### config.mk
export PLATFORM = sky130hd
export DESIGN_NAME = pg_carry_sum_unit
export DESIGN_NICKNAME = d
export VERILOG_FILES = /design/src/rtl/pg_carry_sum_unit.sv
export SDC_FILE = /design/constraint.sdc
export NUM_CORES = 1
export LEC_CHECK = 0
export CORE_MARGIN = 1
export CORE_UTILIZATION = 50
export DETAILED_ROUTE_END_ITERATION = 16
export PLACE_DENSITY = 0.8
export SLEW_MARGIN = 20
export SYNTH_ARGS = -nofsm -noshare
export SYNTH_HDL_FRONTEND = slang
export SYNTH_SLANG_ARGS = --single-unit
### constraint.sdc
create_clock -name clk -period 5.1 [get_ports clk]
set_input_delay 1.275 -clock clk [delete_from_list [all_inputs] [get_ports clk]]
set_output_delay 1.275 -clock clk [all_outputs]
set_load 0.01 [all_outputs]
### src/rtl/pg_carry_sum_unit.sv
// pg_carry_sum_unit: the back end of the prefix adder. It takes N-bit
// propagate/generate words and a carry-in, and resolves the carries one
// CHUNK-bit slice per cycle. It produces the sum, the carry-out and the
// signed overflow flag.
//
// Handshake: a transfer happens only on a clock edge where valid and ready
// are both high. The producer may drop in_valid before it is accepted, and
// the consumer may toggle out_ready freely. Once out_valid is high, S, cout
// and ovf stay stable until out_ready takes them.
module pg_carry_sum_unit #(
  parameter int N     = 32,
  parameter int CHUNK = 8
) (
  input  logic         clk,
  input  logic         rst,
  input  logic         in_valid,
  output logic         in_ready,
  input  logic [N-1:0] P,
  input  logic [N-1:0] G,
  input  logic         cin,
  output logic         out_valid,
  input  logic         out_ready,
  output logic [N-1:0] S,
  output logic         cout,
  output logic         ovf
);

  localparam int NCH = N / CHUNK;
  localparam int IW  = (NCH > 1) ? $clog2(NCH) : 1;

  generate
    if (CHUNK < 1 || (N % CHUNK) != 0) begin : g_bad_chunk
      $error("pg_carry_sum_unit: CHUNK must divide N evenly");
    end
  endgenerate

  typedef enum logic [1:0] {IDLE = 2'd0, RUN = 2'd1, DONE = 2'd2} state_t;

  state_t          state_q, state_d;
  logic [IW-1:0]   idx_q;
  logic            carry_q;
  logic [N-1:0]    p_q, g_q;
  logic [CHUNK-1:0] p_chunk, g_chunk, s_chunk;
  logic            c_top, c_below_top;
  logic            last_chunk;
  logic            accept;

  assign last_chunk = (idx_q == IW'(NCH - 1));
  assign accept     = (state_q == IDLE) && in_valid && in_ready;

  // Pick the latched P/G slice that this RUN cycle resolves.
  always_comb begin
    p_chunk = '0;
    g_chunk = '0;
    for (int c = 0; c < NCH; c++) begin
      if (idx_q == IW'(c)) begin
        p_chunk = p_q[c*CHUNK +: CHUNK];
        g_chunk = g_q[c*CHUNK +: CHUNK];
      end
    end
  end

  // Ripple the carry through the slice. The carry into the slice's top bit
  // is kept, because the overflow flag needs c[N-1] on the last chunk.
  always_comb begin
    logic c_run;
    c_run       = carry_q;
    c_below_top = carry_q;
    s_chunk     = '0;
    for (int j = 0; j < CHUNK; j++) begin
      s_chunk[j]  = p_chunk[j] ^ c_run;
      c_below_top = c_run;
      c_run       = g_chunk[j] | (p_chunk[j] & c_run);
    end
    c_top = c_run;
  end

  // State register.
  always_ff @(posedge clk or posedge rst) begin
    if (rst) state_q <= IDLE;
    else     state_q <= state_d;
  end

  // Next-state and handshake outputs. in_ready is masked while rst is high.
  always_comb begin
    state_d   = state_q;
    in_ready  = 1'b0;
    out_valid = 1'b0;
    case (state_q)
      IDLE: begin
        in_ready = ~rst;
        if (in_valid && !rst) state_d = RUN;
      end
      RUN: begin
        if (last_chunk) state_d = DONE;
      end
      DONE: begin
        out_valid = 1'b1;
        if (out_ready) state_d = IDLE;
      end
      default: state_d = IDLE;
    endcase
  end

  // Operand latch, chunk index, running carry and result registers.
  always_ff @(posedge clk or posedge rst) begin
    if (rst) begin
      p_q     <= '0;
      g_q     <= '0;
      carry_q <= 1'b0;
      idx_q   <= '0;
      S       <= '0;
      cout    <= 1'b0;
      ovf     <= 1'b0;
    end else if (accept) begin
      p_q     <= P;
      g_q     <= G;
      carry_q <= cin;
      idx_q   <= '0;
    end else if (state_q == RUN) begin
      carry_q <= c_top;
      idx_q   <= idx_q + IW'(1);
      for (int c = 0; c < NCH; c++) begin
        if (idx_q == IW'(c)) S[c*CHUNK +: CHUNK] <= s_chunk;
      end
      if (last_chunk) begin
        cout <= c_top;
        ovf  <= c_top ^ c_below_top;
      end
    end
  end

endmodule

==> results.txt <==
The run finished with clean final reports. The measured slew at the worst slew-check pin is 0.952 ns. The number of I/O pins came out at 105. The via total after detailed routing is 3171. The wire length per cell came out at between 15 and 20 um. The net count reported at finish is 541. The total congestion overflow after global routing came out at 0. The instance area at placement is 5780 um^2. The worst IR drop on VDD is 0.380 mV. The die outline width came out at 98.6 um. The flip-flop and latch area is 2580 um^2. At the later pin of the worst-skew pair, clock insertion delay measures 0.38 ns. The number of storage elements in the synthesis netlist came out at between 100 and 150. The required time reported for the critical path endpoint is 5.36 ns. The number of H-tree levels came out at 3. The count of buffering cells on the critical path with inverters included is 2. The critical setup path kind is reg -> reg. The number of clock sinks is ~100.

The tightest hold path in the finished design has a slack of 0.503 ns. In the layout the commonest cells are sky130_fd_sc_hd__clkdlybuf4s50_1, sky130_fd_sc_hd__dfrtp_1, sky130_fd_sc_hd__mux2_2, sky130_fd_sc_hd__a21oi_1, sky130_fd_sc_hd__nand2_1. The total nets after synthesis is between 400 and 500. The worst min-delay path category is reg -> reg. The synthesized netlist devotes ~7.5% of its cell area to simple gates. STA classifies the critical path startpoint as a flip-flop. The most prevalent standard cell on the critical path is sky130_fd_sc_hd__a21oi_1.

The area of the die came out at 9730 um^2. The TritonCTS clock tree is done. The highest achievable clock rate is 218 MHz. The number of nets still failing antenna checks after routing is 0.

The number of gates given a new drive strength after cts came out at 0. The filler cells instantiated in the layout total roughly 660. The netlist uses 35 different library cells. The total power draw came out at 3.95 mW. On the worst path, the slowest cell contributes a delay of 0.42 ns.

The repair_antennas step left the layout with diodes totalling 0. The fraction of layout cells with a size suffix above 1 came out at approximately 28%. The number of antenna violations at the first check in global routing is 0. The portion of synthesized area spent on multiplexers is about a quarter. The kind of cell with the highest combined delay along the critical path is adder cells. The top-area cell type share of the netlist area is 55.2%.

In the post-synthesis netlist, the biggest area contributors are sky130_fd_sc_hd__dfrtp_1, sky130_fd_sc_hd__mux2_2, sky130_fd_sc_hd__a21oi_1. The multi-input combinational cells in the finished layout cover a total of 1950 um^2. The max-slew violation total from the final report was 0. The total track usage came out at approximately a quarter. The worst-path maximum fanout is 30. The largest individual stage delay along the critical path comes from the cell sky130_fd_sc_hd__dfrtp_1. The worst clock skew came out at ~0.016 ns.

The effective utilization at floorplan came out at 52.5%. The placer's final routability congestion estimate is 0.829. The final standard cell utilization of the core came out at 67.1%.

The share of the clock period used by the worst path after layout came out at 90.1%. The deepest clock path buffer count is 2. The number of setup buffers added after CTS is 0. The warning count from the yosys run is 0. The post-synthesis instance area is approximately 4700 um^2. The half-perimeter wire length of the detailed placement result came out at 7590 um. The quantity of hold-fixing buffers added after cts came out at 0. The DRC marker count from the first detailed-route iteration is 199. The number of failing setup endpoints in the final timing report came out at 0. The worst setup path is captured at a flip-flop.

Summed over all instances, the cell type with the most area after synthesis is sky130_fd_sc_hd__dfrtp_1. The worst pin sits at a relative slew slack of around 37%. The core area is 8890 um^2. The number of vias per cell came out at 5.53. The parity-gate share of the synthesized area counting xor and xnor cells is 0%. In this run the vertical extent of the chip is 98.6 um. Leaving out fill and tap cells, the most frequent cell in the layout is sky130_fd_sc_hd__clkdlybuf4s50_1. Compared with the post-synthesis result, the final layout area differs by 27.7%. The root buffer cell chosen for the clock tree is sky130_fd_sc_hd__clkbuf_8.

The first global-routing pass estimated 17700 um of wire. In this run the core area contains 34 standard-cell rows. The leakage power came out at 2.50 nW.

The sequential area share after synthesis came out at 55.2%. The total DRC errors in the routed layout is 0. Clock-pin slew was measured on the worst setup and hold paths at 0.10 ns. Summed over all layers, the routed wires come to 10800 um. The via count of the first global-routing pass was 3372.

Entering global routing, the biggest net connects 79 pins. The post-synthesis adder-cell area fraction came out at 3.22%. The max capacitance violation total came out at 0. The cell area after layout came out at approximately 6000 um^2. Dividing total power by cell area gives a power density of 662 nW/um^2. Counting the buffers created by CTS gives 9. The setup TNS is 0 ns. The number of detailed-routing iterations run before antenna repair came out at 4. After technology mapping, the gate count stands at 358.

Setup repair after global routing left no endpoint under its margin. The per-instance average area after synthesis is 13.0 um^2. The number of hold violations in the final report was 0. The arrival time at the worst endpoint came out at 4.86 ns. The post-route minimum period came out at 4.60 ns. After synthesis, the largest family of logic cells by area is multiplexers. The count of buffers added on input and output ports is 104.

The complex-gate fraction of the synthesized area came out at ~7.4%.
==> layer usage <==
| metal | vias up | track usage, % | routed length (um) |
|---|---|---|---|
| met1 | 1582 | 32.9 | 4940 |
| met5 | - | 0 | 0 |
| met3 | 11 | 8.87 | 850 |
| met2 | 100 | 35.8 | 4840 |
| met4 | 0 | 5.63 | 121 |
| li1 | 1478 | - | - |
==> stage by stage <==
stage	setup slack, ns	std cells
floorplan	0.521	358
global placement	0.527	557
detailed placement	0.384	557
CTS	0.350	573
global route	0.0165	573
finish	0.505	573
==> sequential cells by signal, indices dropped and copies added, names as in the netlist <==
signal   count
p_q         32
g_q         32
cout         1
carry_q      1
ovf          1
state_q      2
idx_q        2
S           32
==> worst paths after layout <==
path	startpoint	endpoint	slack, ns	depth (start not counted)
min in group asynchronous	rst	state_q[1]	1.53	2
hold reg to reg	g_q[1]	g_q[1]	0.50	1
hold / removal	g_q[1]	g_q[1]	0.50	1
max in group asynchronous	rst	p_q[7]	2.67	3
setup reg to reg	idx_q[1]	ovf	0.50	28
setup / recovery	idx_q[1]	ovf	0.50	28
==> kinds of logic after synthesis <==
| logic type | after synthesis |
|---|---|
| mux | 95 |
| simple gates | 60 |
| fa+ha+maj | 12 |
| compound gates | 62 |
| buf+inv | 26 |
| flops | 103 |
==> synth_stat cells, drive strengths merged <==
master	instances
nand2b	3
or2	1
buf	15
nor3b	2
o31a	1
o221ai	1
inv	5
a221oi	3
nand2	28
o21a	1
nand3b	13
nor2b	5
o21bai	1
nor3	4
clkbuf	6
mux2	95
or2b	1
nor2	2
a21oi	34
or3	1
dfrtp	103
o21ai	16
a211oi	2
o31ai	3
ha	12
==> where the power goes <==
part | switching, mW | internal [mW]
Sequential | 0.256 | 1.24
Combinational | 0.931 | 1.05
Clock | 0.291 | 0.182
Total | 1.48 | 2.47
==> final cells by class <==
type,count,share of cell area (%)
sequential,103,43.2
multi-input combinational,229,32.7
timing repair buffer,112,18.5
tap,108,2.27
clock buffer,9,2.08
clock inverter,7,0.902
inverter,5,0.357
No activity file was read; power rests on OpenSTA's default activity.
